### config.mk
export PLATFORM = sky130hd
export DESIGN_NAME = usart_rx_fifo
export DESIGN_NICKNAME = d
export VERILOG_FILES = /design/src/rtl/usart_pkg.sv /design/src/rtl/usart_sync_fifo.sv /design/src/rtl/usart_rx_fifo.sv
export SDC_FILE = /design/constraint.sdc
export NUM_CORES = 1
export LEC_CHECK = 0
export BUFFER_PORTS_ARGS = -buffer_cell sky130_fd_sc_hd__buf_2
export CAP_MARGIN = 20
export CORE_MARGIN = 1
export CORE_UTILIZATION = 55
export DETAILED_ROUTE_END_ITERATION = 12
export PLACE_DENSITY = 0.78
export SYNTH_ARGS = -nofsm -noshare
export SYNTH_HDL_FRONTEND = slang
export SYNTH_HIERARCHICAL = 1
export SYNTH_SLANG_ARGS = --single-unit
### constraint.sdc
create_clock -name clk -period 3.3 [get_ports clk]
set_input_delay 0.165 -clock clk [delete_from_list [all_inputs] [get_ports clk]]
set_output_delay 0.165 -clock clk [all_outputs]
set_load 0.05 [all_outputs]
### src/rtl/usart_pkg.sv
// Shared types and helpers for the USART receive path.
package usart_pkg;

    typedef enum logic [2:0] {
        ST_IDLE,
        ST_START,
        ST_DATA,
        ST_PARITY,
        ST_STOP,
        ST_WAIT_HIGH
    } rx_state_t;

    localparam int PAR_NONE = 0;
    localparam int PAR_ODD  = 1;
    localparam int PAR_EVEN = 2;

    function automatic int clks_per_bit(input int freq, input int baud);
        return freq / baud;
    endfunction

endpackage

### src/rtl/usart_sync_fifo.sv
// Single-clock FIFO with occupancy count; a push into a full FIFO is
// accepted only when a pop frees a slot in the same cycle.
module usart_sync_fifo #(
    parameter int WIDTH = 10,
    parameter int DEPTH = 16
) (
    input  logic                   i_clk,
    input  logic                   i_rst,
    input  logic                   i_push,
    input  logic [WIDTH-1:0]       i_din,
    input  logic                   i_pop,
    output logic [WIDTH-1:0]       o_dout,
    output logic                   o_empty,
    output logic                   o_full,
    output logic [$clog2(DEPTH):0] o_count
);
    localparam int AW = $clog2(DEPTH);
    localparam logic [AW:0] CNT_FULL = (AW + 1)'(DEPTH);

    logic [WIDTH-1:0] r_mem [DEPTH];
    logic [AW-1:0]    r_wr_ptr;
    logic [AW-1:0]    r_rd_ptr;
    logic [AW:0]      r_count;
    logic             w_do_push;
    logic             w_do_pop;

    assign o_empty   = (r_count == '0);
    assign o_full    = (r_count == CNT_FULL);
    assign w_do_pop  = i_pop && !o_empty;
    assign w_do_push = i_push && (!o_full || w_do_pop);
    assign o_count   = r_count;
    // Storage is not reset, so the head is gated to read 0 when empty.
    assign o_dout    = o_empty ? '0 : r_mem[r_rd_ptr];

    always_ff @(posedge i_clk or posedge i_rst) begin
        if (i_rst) begin
            r_wr_ptr <= '0;
            r_rd_ptr <= '0;
            r_count  <= '0;
        end else begin
            if (w_do_push)
                r_wr_ptr <= r_wr_ptr + 1'b1;
            if (w_do_pop)
                r_rd_ptr <= r_rd_ptr + 1'b1;
            case ({w_do_push, w_do_pop})
                2'b10:   r_count <= r_count + 1'b1;
                2'b01:   r_count <= r_count - 1'b1;
                default: r_count <= r_count;
            endcase
        end
    end

    always_ff @(posedge i_clk) begin
        if (w_do_push)
            r_mem[r_wr_ptr] <= i_din;
    end

endmodule

### src/rtl/usart_rx_fifo.sv
// UART receiver with synchroniser, false-start rejection, optional parity,
// 1/2 stop bits and a flagged-word FIFO read out as a valid/ready stream.
module usart_rx_fifo
    import usart_pkg::*;
#(
    parameter int CLK_FREQ   = 100000000,
    parameter int BAUD_RATE  = 115200,
    parameter int DATA_BITS  = 8,
    parameter int PARITY     = 0,
    parameter int STOP_BITS  = 1,
    parameter int FIFO_DEPTH = 16
) (
    input  logic                        clk,
    input  logic                        reset,
    input  logic                        rx,
    output logic [DATA_BITS-1:0]        m_data,
    output logic                        m_perr,
    output logic                        m_ferr,
    output logic                        m_valid,
    input  logic                        m_ready,
    output logic [$clog2(FIFO_DEPTH):0] fifo_count,
    output logic                        overrun,
    input  logic                        clear_ovr,
    output logic                        busy
);
    localparam int CPB  = clks_per_bit(CLK_FREQ, BAUD_RATE);
    localparam int HALF = CPB / 2;
    localparam int CW   = $clog2(CPB);
    localparam int BW   = $clog2(DATA_BITS + 1);
    localparam int FW   = DATA_BITS + 2;

    localparam bit PAR_EN  = (PARITY == PAR_ODD) || (PARITY == PAR_EVEN);
    localparam bit PAR_EXP = (PARITY == PAR_ODD);

    localparam logic [CW-1:0] CNT_HALF  = CW'(HALF - 1);
    localparam logic [CW-1:0] CNT_LAST  = CW'(CPB - 1);
    localparam logic [BW-1:0] BIT_LAST  = BW'(DATA_BITS - 1);
    localparam logic          STOP_LAST = (STOP_BITS == 2);

    logic                 r_rx_meta;
    logic                 r_rx_s;
    rx_state_t            r_state;
    rx_state_t            w_state_nxt;
    logic [CW-1:0]        r_clk_cnt;
    logic [BW-1:0]        r_bit_cnt;
    logic                 r_stop_cnt;
    logic [DATA_BITS-1:0] r_shift;
    logic                 r_perr;
    logic                 r_ferr;
    logic                 r_overrun;

    logic                 w_tick_half;
    logic                 w_tick_bit;
    logic                 w_sample;
    logic                 w_push;
    logic                 w_ferr_now;
    logic                 w_clr_cnt;
    logic                 w_pop;
    logic                 w_full;
    logic                 w_empty;
    logic                 w_ovr_evt;
    logic [FW-1:0]        w_dout;

    always_ff @(posedge clk or posedge reset) begin
        if (reset) begin
            r_rx_meta <= 1'b1;
            r_rx_s    <= 1'b1;
        end else begin
            r_rx_meta <= rx;
            r_rx_s    <= r_rx_meta;
        end
    end

    always_comb begin
        w_state_nxt = r_state;
        w_sample    = 1'b0;
        w_push      = 1'b0;
        w_tick_half = (r_clk_cnt == CNT_HALF);
        w_tick_bit  = (r_clk_cnt == CNT_LAST);
        w_ferr_now  = r_ferr | ~r_rx_s;
        case (r_state)
            ST_IDLE: begin
                if (!r_rx_s)
                    w_state_nxt = ST_START;
            end
            ST_START: begin
                // A line that is high again at mid-start-bit was a glitch.
                if (w_tick_half) begin
                    w_sample    = 1'b1;
                    w_state_nxt = r_rx_s ? ST_IDLE : ST_DATA;
                end
            end
            ST_DATA: begin
                if (w_tick_bit) begin
                    w_sample = 1'b1;
                    if (r_bit_cnt == BIT_LAST)
                        w_state_nxt = PAR_EN ? ST_PARITY : ST_STOP;
                end
            end
            ST_PARITY: begin
                if (w_tick_bit) begin
                    w_sample    = 1'b1;
                    w_state_nxt = ST_STOP;
                end
            end
            ST_STOP: begin
                // Leaving at mid-stop-bit lets a back-to-back start edge be seen.
                if (w_tick_bit) begin
                    w_sample = 1'b1;
                    if (r_stop_cnt == STOP_LAST) begin
                        w_push      = 1'b1;
                        w_state_nxt = w_ferr_now ? ST_WAIT_HIGH : ST_IDLE;
                    end
                end
            end
            ST_WAIT_HIGH: begin
                if (r_rx_s)
                    w_state_nxt = ST_IDLE;
            end
            default: w_state_nxt = ST_IDLE;
        endcase
        w_clr_cnt = w_sample || (w_state_nxt != r_state) ||
                    (r_state == ST_IDLE) || (r_state == ST_WAIT_HIGH);
    end

    always_ff @(posedge clk or posedge reset) begin
        if (reset) begin
            r_state    <= ST_IDLE;
            r_clk_cnt  <= '0;
            r_bit_cnt  <= '0;
            r_stop_cnt <= 1'b0;
            r_perr     <= 1'b0;
            r_ferr     <= 1'b0;
        end else begin
            r_state   <= w_state_nxt;
            r_clk_cnt <= w_clr_cnt ? '0 : r_clk_cnt + 1'b1;
            case (r_state)
                ST_START: begin
                    r_bit_cnt  <= '0;
                    r_stop_cnt <= 1'b0;
                    r_perr     <= 1'b0;
                    r_ferr     <= 1'b0;
                end
                ST_DATA: begin
                    if (w_sample)
                        r_bit_cnt <= r_bit_cnt + 1'b1;
                end
                ST_PARITY: begin
                    if (w_sample)
                        r_perr <= ((^r_shift) ^ r_rx_s) != PAR_EXP;
                end
                ST_STOP: begin
                    if (w_sample) begin
                        r_ferr     <= w_ferr_now;
                        r_stop_cnt <= ~r_stop_cnt;
                    end
                end
                default: ;
            endcase
        end
    end

    always_ff @(posedge clk) begin
        if (r_state == ST_DATA && w_sample)
            r_shift <= {r_rx_s, r_shift[DATA_BITS-1:1]};
    end

    assign m_valid   = ~w_empty;
    assign w_pop     = m_valid & m_ready;
    assign w_ovr_evt = w_push & w_full & ~w_pop;
    assign {m_perr, m_ferr, m_data} = w_dout;

    usart_sync_fifo #(
        .WIDTH (FW),
        .DEPTH (FIFO_DEPTH)
    ) u_fifo (
        .i_clk   (clk),
        .i_rst   (reset),
        .i_push  (w_push),
        .i_din   ({r_perr, w_ferr_now, r_shift}),
        .i_pop   (w_pop),
        .o_dout  (w_dout),
        .o_empty (w_empty),
        .o_full  (w_full),
        .o_count (fifo_count)
    );

    // A drop in the same cycle as a clear wins, so no overrun goes unseen.
    always_ff @(posedge clk or posedge reset) begin
        if (reset)
            r_overrun <= 1'b0;
        else if (w_ovr_evt)
            r_overrun <= 1'b1;
        else if (clear_ovr)
            r_overrun <= 1'b0;
    end

    assign overrun = r_overrun;
    assign busy    = (r_state != ST_IDLE);

endmodule

# Word level (Yosys, flattened, before mapping)
# Memories as Yosys holds them, arrays and structs flattened.
# Index checks and enable logic that the tools add are counted.
[word_totals]
register_bits = 44
ram_bits = 160
input_bits = 5
word_cells = 98
mem_count = 1
[memory_table]
columns = ["memory", "depth", "width", "rd", "rd_clocked_by_memory_dff", "wr", "line", "text"]
rows = [
  ["u_fifo.r_mem", 16, 10, 1, 0, 1, "usart_sync_fifo.sv:20", "logic [WIDTH-1:0] r_mem [DEPTH];"],
]
[classes]
add_sub_neg = 6
n_eq_ne = 15
n_mux = 32
bitwise_logic = 9
reduce_logical = 22
[ops]
columns = ["cell", "count"]
rows = [
  ["$mux W3", 9],
  ["$mux W10", 2],
  ["$pmux W3 S6", 1],
  ["$add A4 B1 Y4 const B", 3],
  ["$mux W1", 12],
  ["$add A10 B1 Y10 const B", 1],
  ["$eq A10 B10 Y1 const B", 1],
  ["$eq A10 B9 Y1 const B", 1],
  ["$pmux W5 S2", 1],
  ["$reduce_bool A2 Y1", 5],
  ["$pmux W1 S2", 4],
  ["$pmux W4 S2", 1],
  ["$reduce_xor A8 Y1", 1],
  ["$eq A3 B2 Y1 const B", 2],
  ["$eq A3 B3 Y1 const B", 2],
  ["$ne A2 B2 Y1 const B", 3],
  ["$reduce_and A2 Y1", 3],
  ["$add A5 B1 Y5 const B", 1],
  ["$eq A5 B5 Y1 const B", 1],
  ["$logic_not A5 Y1", 1],
  ["$sub A5 B1 Y5 const B", 1],
  ["$eq A4 B3 Y1 const B", 1],
  ["$logic_or A1 B1 Y1", 4],
  ["$mux W4", 1],
  ["other kinds (14)", 22],
]

# Logic depth before layout (Yosys ltp)
# Gate-level depths: netlist of run 1.
[depth]
depth_word = 11
depth_mapped = 13
ltp_nobuf = 12

# Modules after synthesis
# The synthesis of run 1 kept the hierarchy.
[modules_own_cells]
columns = ["mod", "instances", "cells_each", "area_per_inst_um2"]
rows = [
  ["usart_sync_fifo", 1, 355, 7100.6],
  ["usart_rx_fifo", 1, 146, 1561.5],
]

# Least setup slack after synthesis of run 1
# OpenSTA, ideal clock, no wires.
[synth_path]
kind = "register -> register"
from = "register u_fifo.r_count[1] (netlist: u_fifo/o_count[1])"
to = "memory u_fifo.r_mem[0][0], enable pin"
setup_time_ps = 403
arrival_ps = 3117
setup_slack_ps = -220
path_stages_with_launch = 9
path_buffers = 1
cell_sequence = "dfrtp_1 > nor4_2 > or2b_1 > buf_1 > inv_1 > nor2b_1 > nor2b_1 > a21bo_2 > nor4_1"
[synth_between]
elab_chain_cells = 8
[synth_rtl]
columns = ["element", "line", "text"]
rows = [
  ["start, declared", "usart_sync_fifo.sv:23", "logic [AW:0] r_count;"],
  ["start signal, assigned", "usart_sync_fifo.sv:46", "2'b10: r_count <= r_count + 1'b1;"],
  ["start signal, assigned", "usart_sync_fifo.sv:47", "2'b01: r_count <= r_count - 1'b1;"],
  ["start signal, assigned", "usart_sync_fifo.sv:48", "default: r_count <= r_count;"],
  ["$logic_not A5 Y1", "usart_sync_fifo.sv:27", "assign o_empty = (r_count == '0);"],
  ["via w_empty", "usart_rx_fifo.sv:60", "logic w_empty;"],
  ["$not A1 Y1", "usart_rx_fifo.sv:168", "assign m_valid = ~w_empty;"],
  ["$and A1 B1 Y1", "usart_rx_fifo.sv:169", "assign w_pop = m_valid & m_ready;"],
  ["via w_pop", "usart_rx_fifo.sv:58", "logic w_pop;"],
  ["$logic_and A1 B1 Y1", "usart_sync_fifo.sv:29", "assign w_do_pop = i_pop && !o_empty;"],
  ["$logic_or A1 B1 Y1", "usart_sync_fifo.sv:30", "assign w_do_push = i_push && (!o_full || w_do_pop);"],
  ["$logic_and A1 B1 Y1", "usart_sync_fifo.sv:30", ""],
  ["$mux W1", "usart_sync_fifo.sv:54", "if (w_do_push)"],
  ["$mux W1 (not written as such)", "usart_sync_fifo.sv:55", "r_mem[r_wr_ptr] <= i_din;"],
  ["end, declared", "usart_sync_fifo.sv:20", ""],
]
# The timed path passes the listed nets, and every way through them passes these cells.

# Worst setup path in the final report of run 1
[layout_path]
from = "register u_fifo.r_count[2] (netlist: u_fifo/o_count[2])"
to = "register u_fifo.r_count[4] (netlist: u_fifo/o_count[4])"
[layout_between]
elab_chain_cells = 8
[layout_rtl]
columns = ["element", "line", "text"]
rows = [
  ["$logic_not A5 Y1 (*)", "usart_sync_fifo.sv:27", ""],
  ["via w_empty", "usart_rx_fifo.sv:60", ""],
  ["$not A1 Y1 (*)", "usart_rx_fifo.sv:168", ""],
  ["$and A1 B1 Y1 (*)", "usart_rx_fifo.sv:169", ""],
  ["via w_pop", "usart_rx_fifo.sv:58", ""],
  ["$logic_and A1 B1 Y1 (*)", "usart_sync_fifo.sv:29", ""],
  ["$logic_or A1 B1 Y1", "usart_sync_fifo.sv:30", ""],
  ["$logic_and A1 B1 Y1", "usart_sync_fifo.sv:30", ""],
  ["$eq A2 B1 Y1 / $eq A2 B2 Y1 (equally long branches)", "usart_sync_fifo.sv:45", "case ({w_do_push, w_do_pop})"],
  ["$pmux W5 S2 / $reduce_bool A2 Y1 (equally long branches)", "-", ""],
]
# The timed path passes the listed nets; every way through them passes the cells marked *.
# A chain may end at the register's enable or synchronous reset.

==> impl_metrics.py, run 1 <==
metrics = {
    "floorplan": {
        "start_util": 0.568,
        "io_pins": 23,
        "core_sq_um": 15300,
        "die_x_microns": 127,
        "std_cell_rows": 45,
        "die-area_sq_um": 16300,
        "die_h_microns": 127,
    },
    "pwr": {
        "p_sw_w": 0.00243,
        "leakagePower_nw": 3.54,
        "finalPower_w": 0.00770,
        "power_frac_clock": 0.327,
        "intPower_w": 0.00527,
        "power_frac_comb": 0.290,
        "pwr_density_cell_nw_per_um2": 780,
        "p_sw_frac": 0.316,
        "ir_drop_mv": 0.783,
        "p_seq_frac": 0.383,
    },
    "run": {
        "maxCapViolations": 0,
    },
    "logic_synthesis": {
        "ys_ff_latch": 204,
        "synth_top_area_frac": 0.582,
        "async_flop_share": 0.176,
        "synth-warning-count": 6,
        "yosysSeqAreaShare": 0.687,
        "syn_avg_cell_area_sq_um": 17.3,
        "synth_nets": 518,
        "synth-edff-count": 168,
        "synth_flop_cell": "edfxtp_1",
        "synth_area_leaders": "edfxtp_1 (58%), dfrtp_1 (9.8%), mux4_2 (8.6%), mux4_1 (2.1%), xnor2_1 (1.6%)",
        "netlist_instances": 501,
        "synth_top_area_cell": "edfxtp_1",
        "synth_area_sq_um": 8660,
        "synth.distinct_cells": 66,
    },
    "placed_design": {
        "gp_congestion": 0.827,
        "dp.cells": 729,
        "dpl.hpwl_mm": 10.5,
        "port-buffer-count": 22,
    },
    "outcome": {
        "status": "finished clean",
    },
    "final_layout": {
        "syn2layout_area_growth_pct": 14.0,
        "mostFrequentLayoutCell": "edfxtp_1",
        "instances_no_fill": 770,
        "nets": 561,
        "final_util": 0.647,
        "mostFrequentLayoutCells": "edfxtp_1 (168), mux4_2 (33), dfrtp_1 (30), inv_1 (25), nor2_1 (24)",
        "antenna_cells": 0,
        "drive_gt1_frac": 0.259,
        "nFillCells": 1033,
    },
    "detailed_routing": {
        "wl_met3_mm": 1.24,
        "wl_met2_mm": 8.05,
        "drc": 0,
        "wire_per_inst_microns": 21.9,
        "dr.pass1.iters": 5,
        "highest-signal-layer": "met4",
        "dr_total_vias": 4561,
        "via_per_inst": 5.92,
        "dr.first_iter.drc_count": 446,
        "wirelength_mm": 16.9,
        "met1_length_mm": 7.03,
        "ant_nets": 0,
    },
    "timing": {
        "finalSetupViolations": 0,
        "fmax_mhz": 328,
        "finalHoldViolations": 0,
        "maxSlewHeadroom": 0.423,
        "drv_slew": 0,
        "clock_skew_ps": 16.0,
        "min_period_over_period": 0.924,
        "rsz0062_at_grt": "false",
        "worst_pin_slew_ps": 865,
        "setup_tns_ps": 0,
        "period_needed_ps": 3050,
    },
    "clocking": {
        "clk_latency_ps": 500,
        "clock-root-buffer": "clkbuf_16",
        "tritoncts": "done",
        "numCtsBuffers": 21,
        "clk_path_buf_depth": 3,
        "cts_sinks": 204,
        "htreeDepth": 1,
        "clkTransAtPathRegs_ps": 60,
    },
    "worst_setup_path": {
        "cp_max_fo": 12,
        "startpoint_type": "flop",
        "end_kind": "flop",
        "cp_slowest_cell": "dfrtp_1",
        "crit_chain": "nor4_4 -> or2b_1 -> inv_1 -> nor2b_1 -> o21ai_4 -> or2_2 -> fa_1 -> nand2b_1 -> a2111oi_0 -> a211oi_1 -> nand3_1",
        "slowest_delay_ps": 460,
        "critical_path_required_ps": 3720,
        "cp_top_family": "simple AND/OR/NAND/NOR gates",
        "arrival_ps": 3470,
        "critPathKind": "reg2reg",
        "critPathBufInv": 1,
    },
    "global_route": {
        "grt_max_degree": 34,
        "grt_usage": 0.219,
        "grt_pass1_vias": 4616,
        "overflow": 0,
        "antenna_found_initial": 0,
        "grt_pass1_wl_mm": 26.2,
    },
    "hold_path": {
        "min_path_type": "in2reg",
    },
}
[stage by stage]
step | hold WS [ps] | worst slack (ps) | instance area, sq um
floorplan | 41.8 | -178 | 8670
global placement | 231 | 342 | 9090
detailed placement | 253 | 180 | 9090
CTS | 180 | 180 | 9860
global route | 201 | 59.4 | 9870
finish | 203 | 250 | 9870
[power groups by stage]
stage	clock network, W	registers [W]	logic, W
finish	0.00252	0.00295	0.00223
global route	0.00264	0.00296	0.00237
CTS	0.00256	0.00294	0.00226
detailed placement	0	0.00299	0.00224
global placement	0	0.00298	0.00221
floorplan	0	0.00305	0.00172
[cell families (layout without fill, tap and decap cells)]
group           after synthesis  after routing  synth area share
flops                       204            204             0.687
simple gates                 88             88            0.0569
mux                          67             67             0.142
compound gates               58             58            0.0452
buf+inv                      47            105            0.0243
xor+xnor                     24             24            0.0259
fa+ha+maj                    13             13            0.0194
[metal layers]
metal  vias up  track usage
met2       173        0.352
met3        40       0.0419
met1      2293        0.304
met4         0       0.0728
met5         -            0
li1       2055            -
[area by class of cell]
class                   count  area [sq um]  share of cell area
inverters                  25          93.8             0.00950
repair buffers             42           280              0.0284
multi-input cells         250          2540               0.257
clock inverters            17           218              0.0220
flip-flops and latches    204          5950               0.603
clock buffers              21           526              0.0532
well taps                 211           264              0.0267
[worst paths after layout]
check	start	end	slack, ps	cells past startpoint
max	u_fifo/o_count[2]	u_fifo/o_count[4]	250	11
min	m_ready	u_fifo/r_rd_ptr[0]	200	4
max reg2reg	u_fifo/o_count[2]	u_fifo/o_count[4]	250	11
min reg2reg	r_rx_meta	r_rx_s	360	0
max in group asynchronous	reset	r_clk_cnt[6]	2360	3
min in group asynchronous	reset	u_fifo/o_count[1]	260	3
[worst min-delay path, delay by kind of cell]
family	cells	cell delay, ps
buffers and inverters	1	140
AND/OR/NAND/NOR	1	170
AO/OA/AOI/OAI	1	110
XOR/XNOR	1	70
[synthesized netlist by cell type, drive strengths merged, types with 2 or more instances]
| library cell | instances |
|---|---|
| or3b | 2 |
| nor2 | 24 |
| nand4b | 3 |
| nor2b | 6 |
| dfrtp | 34 |
| o311ai | 4 |
| a21oi | 12 |
| nor4 | 5 |
| mux2 | 14 |
| and2 | 5 |
| o21ai | 17 |
| a31oi | 3 |
| ha | 11 |
| dfstp | 2 |
| mux2i | 13 |
| o31ai | 2 |
| a211oi | 3 |
| inv | 25 |
| a21o | 2 |
| o211ai | 4 |
| edfxtp | 168 |
| or3 | 3 |
| xor2 | 7 |
| nand3 | 9 |
| nor3 | 3 |
| nand2b | 3 |
| nand4 | 3 |
| xnor2 | 16 |
| clkbuf | 11 |
| nand2 | 10 |
| buf | 11 |
| and3 | 4 |
| mux4 | 40 |
| or2 | 2 |
[registers in the layout (all words and copies together) (netlist names)]
register and count:
r_clk_cnt 10, r_rx_meta 1, r_stop_cnt 1, u_fifo/o_count 5, r_rx_s 1, r_bit_cnt 4
u_fifo/r_wr_ptr 4, r_shift 8, r_state 3, u_fifo/r_rd_ptr 4, r_perr 1, overrun 1
u_fifo/r_mem 160, r_ferr 1
[repair_timing]
action	in CTS	in global routing
endpoints found under the hold margin	36	0
endpoints found under the setup margin	0	16
hold buffers	3	0
gates resized for setup	0	3
buffers inserted	0	0
(Power assumes the default switching activity.)
==> run 2: changes to the inputs <==
--- a/config.mk
+++ b/config.mk
@@ -13,5 +13,4 @@
 export PLACE_DENSITY = 0.78
 export SYNTH_ARGS = -nofsm -noshare
 export SYNTH_HDL_FRONTEND = slang
-export SYNTH_HIERARCHICAL = 1
 export SYNTH_SLANG_ARGS = --single-unit
==> run 2 against run 1 <==
Compared with the run above: the flow now finishes with violations (design-rule violations); non-clock buffer count increased by 14; power down 5.8%; first-iteration DRC count down 8.3%; routed wire length decreased by 3.1%; clock power fell by 12%; flip-flop and latch count did not move; critical path type unchanged; largest cell class unchanged; largest power group unchanged.
==> impl_metrics.py, run 2 <==
metrics = {
    "outcome": {
        "status": "complete, but fails checks",
        "violations": "design-rule violations",
    },
    "clocking": {
        "tritoncts": "done",
        "clkTransAtPathRegs_ps": 60,
        "htreeDepth": 1,
        "cts_sinks": 204,
        "numCtsBuffers": 22,
        "clock-root-buffer": "clkbuf_16",
        "clk_path_buf_depth": 3,
        "clk_latency_ps": 510,
    },
    "detailed_routing": {
        "dr_total_vias": 4490,
        "wirelength_mm": 16.4,
        "dr.pass1.iters": 9,
        "drc": 3,
        "wire_per_inst_microns": 22.1,
        "dr.first_iter.drc_count": 409,
        "via_per_inst": 6.07,
        "ant_nets": 0,
    },
    "worst_setup_path": {
        "critPathBufInv": 1,
        "cp_top_family": "simple AND/OR/NAND/NOR gates",
        "cp.depth": 11,
        "startpoint_type": "flop",
        "cpMostUsedCell": "xor2_1",
        "timing.rr.start": "r_clk_cnt[3]",
        "crit_chain": "or3b_4 -> or4_4 -> nor4_4 -> inv_2 -> ha_4 -> fa_2 -> a21o_1 -> a21oi_2 -> xor2_1 -> nor2_1 -> xor2_1",
        "critical_path_required_ps": 3680,
        "arrival_ps": 3530,
        "startpoint": "r_clk_cnt[3]",
        "reg2reg_depth": 11,
        "crit_end": "u_fifo.o_count[4]",
        "slowest_delay_ps": 570,
        "critPathKind": "reg2reg",
        "end_kind": "flop",
        "r2r_end": "u_fifo.o_count[4]",
        "cp_slowest_cell": "or4_4",
        "cp_max_fo": 5,
        "rrSetupSlack_ps": 150,
    },
    "placed_design": {
        "dp.cells": 696,
        "gp_congestion": 0.845,
        "port-buffer-count": 22,
        "dpl.hpwl_mm": 9.99,
    },
    "pwr": {
        "finalPower_w": 0.00725,
        "pwr_density_cell_nw_per_um2": 759,
        "ir_drop_mv": 0.689,
        "leakagePower_nw": 3.32,
    },
    "floorplan": {
        "io_pins": 23,
        "std_cell_rows": 44,
        "die_x_microns": 125,
        "start_util": 0.569,
        "die_h_microns": 125,
        "die-area_sq_um": 15700,
        "core_sq_um": 14700,
    },
    "global_route": {
        "grt_use_met2": 0.352,
        "grt.busiest_layer": "met2",
        "grt_pass1_wl_mm": 25.9,
        "use_met1": 0.306,
        "grt_usage": 0.218,
        "antenna_found_initial": 0,
        "grt_max_degree": 42,
        "use_met3": 0.0372,
        "overflow": 0,
        "grt_pass1_vias": 4654,
    },
    "logic_synthesis": {
        "synth_top_area_frac": 0.603,
        "synth_compound_gate_area_share": 0.0530,
        "synth_nets": 504,
        "synth-warning-count": 0,
        "synth.distinct_cells": 43,
        "syn_avg_cell_area_sq_um": 17.2,
        "synth_top_area_cell": "edfxtp_1",
        "synth-edff-count": 168,
        "yosysSeqAreaShare": 0.711,
        "synth_simple_gate_area_frac": 0.0618,
        "synth_top_family_by_area": "multiplexers",
        "synth_area_leaders": "edfxtp_1 (60%), mux4_2 (11%), dfrtp_1 (10%), a22oi_1 (1.8%), ha_1 (1.8%)",
        "synthAdderAreaFrac": 0.0204,
        "yosysMostFrequentCell": "edfxtp_1",
        "netlist_instances": 486,
        "synth_common_cells": "edfxtp_1 (168), mux4_2 (40), dfrtp_1 (34)",
        "async_flop_share": 0.176,
        "synth_flop_cell": "edfxtp_1",
        "synth-xor-area-share": 0.0272,
        "ys_ff_latch": 204,
        "synth_area_sq_um": 8360,
        "synthMuxAreaShare": 0.110,
    },
    "timing": {
        "finalSetupViolations": 0,
        "period_needed_ps": 3150,
        "maxSlewHeadroom": 0.437,
        "fmax_mhz": 317,
        "worst_pin_slew_ps": 843,
        "clock_skew_ps": 25.7,
        "setup_tns_ps": 0,
        "min_period_over_period": 0.955,
        "drv_slew": 0,
        "finalHoldViolations": 0,
    },
    "final_layout": {
        "reg_top3": "u_fifo.r_mem (160), r_clk_cnt (10), r_shift (8)",
        "nets": 558,
        "mostFrequentLayoutCell": "edfxtp_1",
        "nFillCells": 989,
        "instances_no_fill": 740,
        "largest_register": "u_fifo.r_mem",
        "syn2layout_area_growth_pct": 14.3,
        "seq_area_sq_um": 5950,
        "largest_register_ffs": 160,
        "drive_gt1_frac": 0.257,
        "multi_input_area_sq_um": 2300,
        "mostFrequentLayoutCells": "edfxtp_1 (168), mux4_2 (40), dfrtp_1 (32), nor2_1 (31), buf_4 (30)",
        "antenna_cells": 0,
    },
    "run": {
        "maxCapViolations": 0,
    },
    "hold_path": {
        "min_path_type": "in2reg",
    },
}
[run 2: cell types whose count changed after synthesis, moves of 7 or more]
cell,change
a22oi_1,+20
buf_1,+7
inv_1,-16
mux2_2,-10
mux2i_1,-12
mux4_1,-7
mux4_2,+7
nand2_1,+7
nor2_1,+7
[run 2: where the power goes]
| group | switching [W] | internal (W) |
|---|---|---|
| clock | 0.000995 | 0.00122 |
| sequential | 0.000141 | 0.00282 |
| combinational | 0.00128 | 0.000796 |
| total | 0.00241 | 0.00484 |
[run 2: area by class of cell]
| type | count | share of cell area |
|---|---|---|
| Sequential cell | 204 | 0.623 |
| Multi-Input combinational cell | 247 | 0.241 |
| Clock buffer | 22 | 0.0576 |
| Timing Repair Buffer | 56 | 0.0403 |
| Tap cell | 184 | 0.0241 |
| Clock inverter | 18 | 0.0110 |
| Inverter | 9 | 0.00353 |
[run 2: kinds of logic after synthesis]
kind of cell    after synthesis
flops                       204
simple gates                 99
compound gates               67
mux                          42
buf+inv                      35
xor+xnor                     26
fa+ha+maj                    13
[run 2: stage by stage]
step	util	worst slack, ps	area (sq um)	hold WS (ps)
after floorplan	-	17.7	8360	169
after global placement	0.602	185	8840	273
after detailed placement	0.602	39.0	8840	272
after CTS	0.648	24.6	9530	55.0
after global routing	0.650	-3.44	9560	67.6
final	0.650	150	9560	68.9
[run 2: per-layer routing]
layer	up-vias	share of wire
met1	2280	0.44
met3	34	0.052
met4	0	0.029
met5	-	0
li1	2022	-
met2	154	0.48
[run 2: how the worst min path moves through the flow]
stage / start / cells past startpoint / end / slack, ps
2_1_floorplan: rx / 0 / r_rx_meta / 170
3_3_place_gp: rx / 1 / r_rx_meta / 270
3_5_place_dp: rx / 1 / r_rx_meta / 270
4_1_cts: m_ready / 4 / overrun / 50
5_1_grt: m_ready / 4 / overrun / 70
6_report: m_ready / 4 / overrun / 70
[run 2: repair_timing]
action                                  4_1_cts  5_1_grt
endpoints found under the hold margin        36        0
setup buffers                                 0        1
endpoints found under the setup margin        0        1
gates resized for setup                       0        7
hold buffers                                  3        0
[run 2: worst min-delay path: stages]
cell and delay (ps):
buf_2 90, nor3b_1 80, nand3_1 100, o21ai_0 80
